$ cat config.mk
export PLATFORM = sky130hd
export DESIGN_NAME = voice_allocator
export DESIGN_NICKNAME = d
export VERILOG_FILES = /design/src/rtl/voice_pkg.sv /design/src/rtl/voice_age_bank.sv /design/src/rtl/voice_allocator.sv
export SDC_FILE = /design/constraint.sdc
export NUM_CORES = 1
export LEC_CHECK = 0
export ABC_CLOCK_PERIOD_IN_PS = 6970
export CAP_MARGIN = 20
export CORE_MARGIN = 5
export CORE_UTILIZATION = 55
export CTS_BUF_LIST = sky130_fd_sc_hd__clkbuf_2 sky130_fd_sc_hd__clkbuf_4 sky130_fd_sc_hd__clkbuf_8
export DETAILED_ROUTE_END_ITERATION = 16
export GPL_TIMING_DRIVEN = 0
export PLACE_DENSITY_LB_ADDON = 0.1
export SYNTH_ARGS = -nofsm -noshare
export SYNTH_HDL_FRONTEND = slang
export SYNTH_HIERARCHICAL = 1
export SYNTH_SLANG_ARGS = --single-unit
$ cat constraint.sdc
create_clock -name Sys_clk -period 6.97 [get_ports Sys_clk]
set_clock_uncertainty 0.05 [all_clocks]
set_input_delay 1.394 -clock Sys_clk [delete_from_list [all_inputs] [get_ports Sys_clk]]
set_output_delay 1.394 -clock Sys_clk [all_outputs]
set_load 0.01 [all_outputs]
$ cat src/rtl/voice_pkg.sv
// Shared types and defaults for the polyphonic voice allocator.
// Candidate classes are numbered so that a larger value means a better candidate.
package voice_pkg;

    typedef enum logic [1:0] {
        ST_IDLE   = 2'd0,
        ST_SCAN   = 2'd1,
        ST_KILL   = 2'd2,
        ST_ASSIGN = 2'd3
    } state_t;

    typedef enum logic [2:0] {
        CLS_NONE  = 3'd0,
        CLS_GATED = 3'd1,
        CLS_REL   = 3'd2,
        CLS_FREE  = 3'd3,
        CLS_MATCH = 3'd4
    } cls_t;

    localparam int DEF_NUM_VOICES  = 8;
    localparam int DEF_NOTE_W      = 7;
    localparam int DEF_AGE_W       = 8;
    localparam int DEF_KILL_CYCLES = 4;

    // Raw class of one voice; stealing policy is applied by the caller.
    function automatic cls_t classify(input logic gate, input logic busy, input logic match);
        if (gate)
            return match ? CLS_MATCH : CLS_GATED;
        else if (busy)
            return CLS_REL;
        else
            return CLS_FREE;
    endfunction

endpackage

$ cat src/rtl/voice_age_bank.sv
// Per-voice saturating age counters. On update the selected voice restarts
// at zero and every other voice ages by one, sticking at the maximum.
module voice_age_bank import voice_pkg::*; #(
    parameter int NUM_VOICES = DEF_NUM_VOICES,
    parameter int AGE_W      = DEF_AGE_W,
    parameter int IDX_W      = 3
) (
    input  logic                        Sys_clk,
    input  logic                        Sys_rst_n,
    input  logic [IDX_W-1:0]            clear_idx,
    input  logic                        update,
    output logic [NUM_VOICES*AGE_W-1:0] ages
);

    localparam logic [AGE_W-1:0] AGE_MAX = '1;

    for (genvar i = 0; i < NUM_VOICES; i++) begin : g_age
        logic [AGE_W-1:0] age_q;

        // Restart the chosen voice, age the rest with saturation
        always_ff @(posedge Sys_clk or negedge Sys_rst_n) begin
            if (!Sys_rst_n)
                age_q <= '0;
            else if (update) begin
                if (clear_idx == IDX_W'(i))
                    age_q <= '0;
                else if (age_q != AGE_MAX)
                    age_q <= age_q + 1'b1;
            end
        end

        assign ages[i*AGE_W +: AGE_W] = age_q;
    end

endmodule

$ cat src/rtl/voice_allocator.sv
// Polyphonic voice allocator: serially scans the voice slots for the best
// home for each key event, then gates, kills and retunes voices.
// Optional build macro: VOICE_STEAL_EN -- when defined, gated voices may be
// stolen; when undefined, a note-on with no usable voice is dropped.
module voice_allocator import voice_pkg::*; #(
    parameter int NUM_VOICES  = DEF_NUM_VOICES,
    parameter int NOTE_W      = DEF_NOTE_W,
    parameter int AGE_W       = DEF_AGE_W,
    parameter int KILL_CYCLES = DEF_KILL_CYCLES
) (
    input  logic                         Sys_clk,
    input  logic                         Sys_rst_n,
    input  logic                         Key_valid,
    output logic                         Key_ready,
    input  logic                         Key_on,
    input  logic [NOTE_W-1:0]            Key_note,
    input  logic [NUM_VOICES-1:0]        Voice_busy,
    output logic [NUM_VOICES-1:0]        Voice_gate,
    output logic [NUM_VOICES*NOTE_W-1:0] Voice_note,
    output logic [NUM_VOICES-1:0]        Voice_kill,
    output logic                         Steal_pulse,
    output logic                         Drop_pulse
);

    localparam int IDX_W  = (NUM_VOICES  > 1) ? $clog2(NUM_VOICES)  : 1;
    localparam int KCNT_W = (KILL_CYCLES > 1) ? $clog2(KILL_CYCLES) : 1;
    localparam logic [IDX_W-1:0]  LAST_IDX  = IDX_W'(NUM_VOICES - 1);
    localparam logic [KCNT_W-1:0] KILL_LAST = KCNT_W'(KILL_CYCLES - 1);

    state_t state_q, state_d;

    // Latched event and scan bookkeeping
    logic                on_q;
    logic [NOTE_W-1:0]   key_note_q;
    logic [IDX_W-1:0]    idx_q;
    logic [KCNT_W-1:0]   kcnt_q;
    cls_t                best_cls_q;
    logic [IDX_W-1:0]    best_idx_q;
    logic [AGE_W-1:0]    best_age_q;

    // Voice-facing registers
    logic [NUM_VOICES-1:0]             gate_q;
    logic [NUM_VOICES-1:0]             kill_q;
    logic [NUM_VOICES-1:0][NOTE_W-1:0] vnote_q;
    logic                              ready_q;
    logic                              drop_q;

    logic [NUM_VOICES*AGE_W-1:0]       ages;
    logic [NUM_VOICES-1:0][AGE_W-1:0]  age_v;

    // Scan comparator outputs
    logic             cur_match;
    logic             take;
    cls_t             cur_cls;
    cls_t             win_cls;
    logic [IDX_W-1:0] win_idx;
    logic [AGE_W-1:0] win_age;
    logic             accept;
    logic             scan_last;

    assign age_v = ages;

    voice_age_bank #(
        .NUM_VOICES (NUM_VOICES),
        .AGE_W      (AGE_W),
        .IDX_W      (IDX_W)
    ) u_age (
        .Sys_clk   (Sys_clk),
        .Sys_rst_n (Sys_rst_n),
        .clear_idx (best_idx_q),
        .update    (state_q == ST_ASSIGN),
        .ages      (ages)
    );

    assign accept    = (state_q == ST_IDLE) && Key_valid && ready_q;
    assign scan_last = (state_q == ST_SCAN) && (idx_q == LAST_IDX);

    // Classify the voice under the scan index and merge it into the running best
    always_comb begin
        cur_match = gate_q[idx_q] && (vnote_q[idx_q] == key_note_q);
        cur_cls   = classify(gate_q[idx_q], Voice_busy[idx_q], cur_match);
`ifndef VOICE_STEAL_EN
        if (cur_cls == CLS_GATED)
            cur_cls = CLS_NONE;
`endif
        // Only strictly better wins, so ties keep the lower index
        take = (cur_cls > best_cls_q) ||
               ((cur_cls == best_cls_q) &&
                ((cur_cls == CLS_REL) || (cur_cls == CLS_GATED)) &&
                (age_v[idx_q] > best_age_q));
        win_cls = take ? cur_cls       : best_cls_q;
        win_idx = take ? idx_q         : best_idx_q;
        win_age = take ? age_v[idx_q]  : best_age_q;
    end

    // Next-state logic
    always_comb begin
        state_d = state_q;
        case (state_q)
            ST_IDLE:   if (accept) state_d = ST_SCAN;
            ST_SCAN: begin
                if (idx_q == LAST_IDX) begin
                    if (!on_q || (win_cls == CLS_NONE))
                        state_d = ST_IDLE;
                    else if (win_cls >= CLS_FREE)
                        state_d = ST_ASSIGN;
                    else
                        state_d = ST_KILL;
                end
            end
            ST_KILL:   if (kcnt_q == KILL_LAST) state_d = ST_ASSIGN;
            ST_ASSIGN: state_d = ST_IDLE;
            default:   state_d = ST_IDLE;
        endcase
    end

    // State register
    always_ff @(posedge Sys_clk or negedge Sys_rst_n) begin
        if (!Sys_rst_n)
            state_q <= ST_IDLE;
        else
            state_q <= state_d;
    end

    // Event latch, scan index, best candidate and kill counter
    always_ff @(posedge Sys_clk or negedge Sys_rst_n) begin
        if (!Sys_rst_n) begin
            on_q       <= 1'b0;
            key_note_q <= '0;
            idx_q      <= '0;
            kcnt_q     <= '0;
            best_cls_q <= CLS_NONE;
            best_idx_q <= '0;
            best_age_q <= '0;
        end else begin
            case (state_q)
                ST_IDLE: begin
                    if (accept) begin
                        on_q       <= Key_on;
                        key_note_q <= Key_note;
                        idx_q      <= '0;
                        best_cls_q <= CLS_NONE;
                        best_idx_q <= '0;
                        best_age_q <= '0;
                    end
                end
                ST_SCAN: begin
                    idx_q      <= idx_q + 1'b1;
                    best_cls_q <= win_cls;
                    best_idx_q <= win_idx;
                    best_age_q <= win_age;
                    kcnt_q     <= '0;
                end
                ST_KILL: kcnt_q <= kcnt_q + 1'b1;
                default: ;
            endcase
        end
    end

    // Voice gate/note/kill registers and the handshake/status outputs
    always_ff @(posedge Sys_clk or negedge Sys_rst_n) begin
        if (!Sys_rst_n) begin
            gate_q  <= '0;
            kill_q  <= '0;
            vnote_q <= '0;
            ready_q <= 1'b0;
            drop_q  <= 1'b0;
        end else begin
            drop_q  <= 1'b0;
            // Ready lags IDLE entry by a cycle and drops on the accept edge
            ready_q <= (state_q == ST_IDLE) && !accept;
            if (scan_last) begin
                if (!on_q) begin
                    if (win_cls == CLS_MATCH)
                        gate_q[win_idx] <= 1'b0;
                end else if (win_cls == CLS_NONE) begin
                    drop_q <= 1'b1;
                end else if (win_cls <= CLS_REL) begin
                    gate_q[win_idx] <= 1'b0;
                    kill_q[win_idx] <= 1'b1;
                end
            end
            if ((state_q == ST_KILL) && (kcnt_q == KILL_LAST))
                kill_q <= '0;
            if (state_q == ST_ASSIGN) begin
                gate_q[best_idx_q]  <= 1'b1;
                vnote_q[best_idx_q] <= key_note_q;
            end
        end
    end

`ifdef VOICE_STEAL_EN
    logic steal_q;

    // One-cycle flag when the kill target was still held by a key
    always_ff @(posedge Sys_clk or negedge Sys_rst_n) begin
        if (!Sys_rst_n)
            steal_q <= 1'b0;
        else
            steal_q <= scan_last && on_q && (win_cls == CLS_GATED);
    end

    assign Steal_pulse = steal_q;
`else
    assign Steal_pulse = 1'b0;
`endif

    assign Key_ready  = ready_q;
    assign Voice_gate = gate_q;
    assign Voice_kill = kill_q;
    assign Voice_note = vnote_q;
    assign Drop_pulse = drop_q;

endmodule

Word level (Yosys, flattened, before mapping). Cells that the tools add are included.

Equal/unequal tests: 31. Reduce and logical (&&, ||, !) cells: 44. Bitwise operators: 4. Order comparisons: 9. $add $sub $neg: 10. Multiplexer cells: 65.

Operators by type and width (number): two-way mux 8 bit (30); adder 8 x 1 -> 8 bit, second input constant (8); != test 8 bit, second input constant (8); bitwise mux 56 bit (1); nonzero test 2 bit (13); binary-select mux 8 bit (select 3 bit) (1); binary-select mux 7 bit (select 3 bit) (1); demux 7 bit (select 3 bit) (1); AND reduction 2 bit (10); == test 3 bit, second input constant (6); two-way mux 3 bit (6); one-hot mux 3 bit (2 select lines) (3); OR 8 bit (2); one-hot mux 8 bit (2 select lines) (1); two-way mux 7 bit (2); less-than comparator 3 x 4 -> 1 bit, second input constant (3); logical AND 1 bit (10); == test 3 x 1 -> 1 bit, second input constant (3); == test 3 x 2 -> 1 bit, second input constant (3); two-way mux 1 bit (9); bitwise AND 8 bit (1); greater-than comparator 8 bit (1); two-way mux 2 bit (4); inverter 8 bit (1); other kinds (22) (35).

Bits in registers: 167. Output and inout bits: 75. Word-level logic and storage cells: 191. Input bits: 19.

Longest topological paths before layout.
Depth in word-level cells: 26. Gate-level depth with buffers: 17. Depth with buffers taken out: 14.

By module. Netlist, hierarchy kept.

Modules (own cells, without submodules): voice_allocator (area an instance 5820.6 sq um, cells each 476, seq. area each 2577.5 sq um, times used 1); voice_age_bank (area an instance 3572.2 sq um, cells each 390, seq. area each 1601.5 sq um, times used 1).

Worst setup path before layout. OpenSTA, ideal clock, no wires.

Kind: input-to-reg. Start: in Voice_busy[7]. End: reg gate_q[4], in the netlist Voice_gate[4]. Data required time: 6.762 ns. Path slack: 2.486 ns. Stages on the path: 12. Arrival: 4.276 ns. Cells stage by stage: mux4_2 -> mux2_2 -> nor2_1 -> inv_1 -> ha_1 -> nand3_1 -> a211oi_2 -> a31oi_1 -> o21ba_2 -> or4b_4 -> a21oi_4 -> a41oi_2.

Cells in the longest elaborated chain, start to end: 24. Elaborated cells between the ends (all ways): 33. Classes of those cells: order compare (4); eq/ne (5); mux (15); bitwise (3); reduce/logical (6).

Ends and longest elaborated chain: from (decl) (line voice_allocator.sv:17) `input logic [NUM_VOICES-1:0] Voice_busy,`; binary-select mux 1 bit (select 3 bit) * (line voice_allocator.sv:81) `cur_cls = classify(gate_q[idx_q], Voice_busy[idx_q], cur_match);`; two-way mux 1 bit (implied by the code) * (line voice_allocator.sv:81); two-way mux 1 bit * (line voice_pkg.sv:29) `else if (busy)`; two-way mux 3 bit * (line voice_pkg.sv:27) `if (gate)`; == test 3 x 1 -> 1 bit (line voice_allocator.sv:83) `if (cur_cls == CLS_GATED)`; two-way mux 3 bit * (line voice_allocator.sv:83); == test 3 x 2 -> 1 bit or == test 3 x 1 -> 1 bit (tied branches) (line voice_allocator.sv:89) `((cur_cls == CLS_REL) || (cur_cls == CLS_GATED)) &&`; logical OR 1 bit (line voice_allocator.sv:89); [... 8 more ...]; inverter 8 bit (no line); bitwise AND 8 bit (no line); two-way mux 8 bit (line voice_allocator.sv:178) `end else if (win_cls <= CLS_REL) begin`; two-way mux 8 bit (line voice_allocator.sv:176) `end else if (win_cls == CLS_NONE) begin`; two-way mux 8 bit * (line voice_allocator.sv:173) `if (!on_q) begin`; two-way mux 8 bit * (line voice_allocator.sv:172) `if (scan_last) begin`; OR 8 bit (no line); two-way mux 8 bit * (line voice_allocator.sv:185) `if (state_q == ST_ASSIGN) begin`; to (signal, indexed assignment) (line voice_allocator.sv:175) `gate_q[win_idx] <= 1'b0;`; to (signal, indexed assignment) (line voice_allocator.sv:179) `gate_q[win_idx] <= 1'b0;`; to (signal, indexed assignment) (line voice_allocator.sv:186) `gate_q[best_idx_q] <= 1'b1;`; to (decl) (line voice_allocator.sv:42) `logic [NUM_VOICES-1:0] gate_q;`.

Every way passes the cells marked *; elsewhere a longest branch is shown, timed or not. The select of a mux whose other input is x is not followed. A chain may end at the register's enable or synchronous reset.

Worst setup path after layout.
Start: reg idx_q[1]. End: reg gate_q[4], in the netlist Voice_gate[4].

Cells in the longest elaborated chain, start to end: 26. Elaborated cells between the ends (all ways): 45. Classes of those cells: order compare (5); eq/ne (7); mux (22); bitwise (3); reduce/logical (8).

Ends and longest elaborated chain: from (decl) (line voice_allocator.sv:35) `logic [IDX_W-1:0] idx_q;`; from (signal assigned) (line voice_allocator.sv:148) `idx_q <= idx_q + 1'b1;`; binary-select mux 7 bit (select 3 bit) (line voice_allocator.sv:80) `cur_match = gate_q[idx_q] && (vnote_q[idx_q] == key_note_q);`; two-way mux 7 bit (implied by the code) (line voice_allocator.sv:80); == test 7 bit (line voice_allocator.sv:80); logical AND 1 bit (line voice_allocator.sv:80); two-way mux 3 bit (line voice_pkg.sv:28) `return match ? CLS_MATCH : CLS_GATED;`; two-way mux 3 bit (line voice_pkg.sv:27); == test 3 x 1 -> 1 bit (line voice_allocator.sv:83); two-way mux 3 bit (line voice_allocator.sv:83); [... 10 more ...]; inverter 8 bit (no line); bitwise AND 8 bit (no line); two-way mux 8 bit (line voice_allocator.sv:178); two-way mux 8 bit (line voice_allocator.sv:176); two-way mux 8 bit (line voice_allocator.sv:173); two-way mux 8 bit * (line voice_allocator.sv:172); OR 8 bit (no line); two-way mux 8 bit * (line voice_allocator.sv:185).

Marks and branches as above.

==> key figures <==
Outcome
  – Status: completed

Floorplanning
  – Die height: 141 um
  – I/O pin cnt: 94
  – Initial Util: between 50% and 60%
  – Die Area: between 0.015 and 0.02 sq mm
  – Core area: approximately 0.017 sq mm
  – # rows: 47
  – Die width: roughly 140 um

Drt
  – Starting DRT DRC Count: approximately 700
  – TritonRoute pass-1 iters: 5
  – Antenna viol nets, final: 0
  – WL final: roughly 25000 um
  – Vias: about 7700
  – # DRC: 0
  – Via density: roughly 6.3
  – Avg WL per Cell: 20.5 um

Worst setup path
  – CP endpoint kind: flop
  – Worst Path Arrival: about 5500 ps
  – Slowest-stage cell, CP: dfrtp_1
  – Most frequent CP cell: buf_1
  – Crit start category: flop
  – CP Class: flop to flop
  – Worst EP required: 7220 ps
  – Worst Path Max Fanout: 10
  – Worst Path Buf+Inv: 3
  – Worst path cell trace: buf_2 -> buf_1 -> buf_1 -> mux4_2 -> mux2_2 -> ha_1 -> nand2_1 -> o21a_1 -> a211oi_2 -> a31oi_1 -> o21ba_2 -> or4b_4 -> a21oi_4 -> a41oi_2
  – Crit-path max cell delay: roughly 570 ps
  – Cell family with most CP delay: compound AO/OA/AOI/OAI gates

Yosys
  – Syn_area_per_cell: between 10 and 15 sq um
  – EDFF count, synth: 0
  – Syn. warnings: 6
  – Post-synth top flop: dfrtp_1
  – Register area share after synthesis: around 44%
  – Async SR Flop Fraction: 100%
  – Synth Area in Simple Gates: between 10% and 20%
  – Mapped Nets: slightly above 900
  – Yosys cell types: 82
  – Mux cell area share after synthesis: 17.1%
  – XOR/XNOR Fraction of Synth Area: 0.559%
  – Largest family of logic cells by synthesized area: multiplexers
  – Compound-Gate Fraction of Synth Area: 16.1%
  – Post-synthesis cell count: about 870
  – Yosys reg bits: 167
  – Post-Synth Adder-Cell Area: under 10%
  – Synth Cell Area: about 0.0094 sq mm

Timing
  – Period utilisation layout: roughly three quarters
  – Max Slew Vio Count: 0
  – RSZ-0062 raised after global routing: no
  – Max Freq: approximately 190 MHz
  – Worst Tran Pin Value: 936 ps
  – Fin. Hold Viols: 0
  – Hold slack: 451 ps
  – Tmin final: between 5000 and 6000 ps
  – Final setup TNS: 0 ps
  – Endpoints failing setup: 0
  – Max_slew headroom: between 30% and 40%

Power and ir drop
  – Psw: around 1.8 mW
  – Leakage: between 4 and 5 nW
  – Total power: 4.13 mW
  – Max VDD drop: 0.234 mV
  – Power Density: between 300 and 400 mW/mm^2
  – Internal power: about 2.4 mW
  – Clk network pwr share: 18.1%
  – Logic pwr share: between 40 and 50%
  – Sw Ratio: a little over two fifths
  – Seq pwr share: between 30% and 40%

Clock network
  – Max Root-Sink Buffers: 2
  – CTS buffer count: 17
  – Clock root cell: clkbuf_8
  – Hold_buf cts: 0
  – Clk slew on worst S/H paths: 100 ps
  – Post-CTS Resized: 0
  – CTS tree: done
  – Clk sinks: roughly 170
  – Post-CTS setup buffers: 0
  – # H-tree levels: 4
  – Clock latency on the worst-skew pair: between 400 and 500 ps

Placement
  – Placer Congestion: about 0.94
  – Input/output buffers: ~90
  – DP HPWL: 17600 um
  – Dpl cell area: 0.0106 sq mm

Final layout
  – Final net count: ~1000
  – Most frequent cells in the layout: dfrtp_1 (167), clkdlybuf4s50_1 (91), nand2_1 (90), mux2_2 (76), a21oi_1 (48)
  – Design area: about 0.011 sq mm
  – Most common cell after layout, fill and taps aside: dfrtp_1
  – Share of layout cells above drive strength 1: 18.9%
  – Area Growth Syn to Fin: 17.8%
  – Diodes inserted: 0

Global routing
  – Initial antenna violation count: 0
  – Largest net degree at the start of global routing: roughly 120
  – Overflow after GRT: 0
  – All-Layer GR Usage: 26.0%
  – Wire length of the first global-routing pass: approximately 41000 um
  – Number of global-route vias before repair: 7451

Job
  – Max Cap Viol: 0

Worst hold path
  – Hold Path Class: flop to flop
[Yosys cell counts, drive strengths merged (17+ instances only)]
master    n  area share, %
dfrtp   167             44
nor2     43            1.7
o21ai    35            1.9
inv      31            1.2
buf      26            1.9
a21oi    49            2.7
mux4     26            6.2
o31ai    29            2.4
mux2     77            9.3
ha       27            3.6
nand3    30            1.6
nand2    91            3.7
a22o     20            1.9
a31oi    19            1.3
nand4    17            1.3
[flip-flops by register name (all words and copies together), names as in the netlist, named ones only]
signal             count
u_age/g_age.age_q     64
best_cls_q             3
best_idx_q             3
idx_q                  3
Voice_kill             8
state_q                1
on_q                   1
key_note_q             7
Drop_pulse             1
kcnt_q                 2
Voice_note            56
Voice_gate             8
best_age_q             8
Key_ready              1
[layout make-up]
cell class,count,area (sq um)
multi-input combinational,627,4880
buffer,40,228
clock inverter,15,186
tap,220,275
clock buffer,17,234
sequential,167,4180
timing repair buffer,94,961
inverter,32,120
fill,1327,5580
[worst paths after layout]
check | from | to | slack [ps] | cells past startpoint
max in group asynchronous | Sys_rst_n | Voice_note[26] | 5180 | 2
min in group asynchronous | Sys_rst_n | u_age/g_age[1].age_q[3] | 760 | 1
min reg2reg | Voice_kill[0] | Voice_kill[0] | 450 | 2
min | Voice_kill[0] | Voice_kill[0] | 450 | 2
max reg2reg | idx_q[1] | Voice_gate[4] | 1700 | 14
max | idx_q[1] | Voice_gate[4] | 1700 | 14
[cell families after synthesis]
kind of cell | after synthesis
xor gates and xnor gates | 6
AOI/OAI and AO/OA | 215
muxes | 118
and+or+nand+nor | 260
other | 1
adders and majority gates | 27
buffers and inverters | 72
DFF | 167
[through the flow]
step	utilization (%)	cells	setup WS [ps]
after global placement	63.6	1178	-2560
after detailed placement	64.0	1180	1730
after global routing	66.5	1212	1400
after floorplan	-	866	2490
after CTS	66.5	1212	1700
final	66.5	1212	1700
[per-layer routing]
metal | track usage [%] | share of wire, %
met5 | 0 | 0
met1 | 38.6 | 45
met4 | 6.27 | 1.6
met3 | 5.42 | 7.6
met2 | 39.6 | 46
[power by group through the flow]
stage | registers, mW | clock network (mW) | logic (mW)
floorplan | 1.36 | 0 | 1.37
global placement | 1.39 | 0 | 1.95
detailed placement | 1.38 | 0 | 1.99
CTS | 1.37 | 0.761 | 2.00
global route | 1.40 | 0.802 | 2.20
finish | 1.37 | 0.746 | 2.01
[tightest hold or removal path, stage by stage, from the launching register on]
cell and delay (ps):
dfrtp_1 360, nand2_1 50, o21ai_1 60
(Power assumes the default switching activity.)
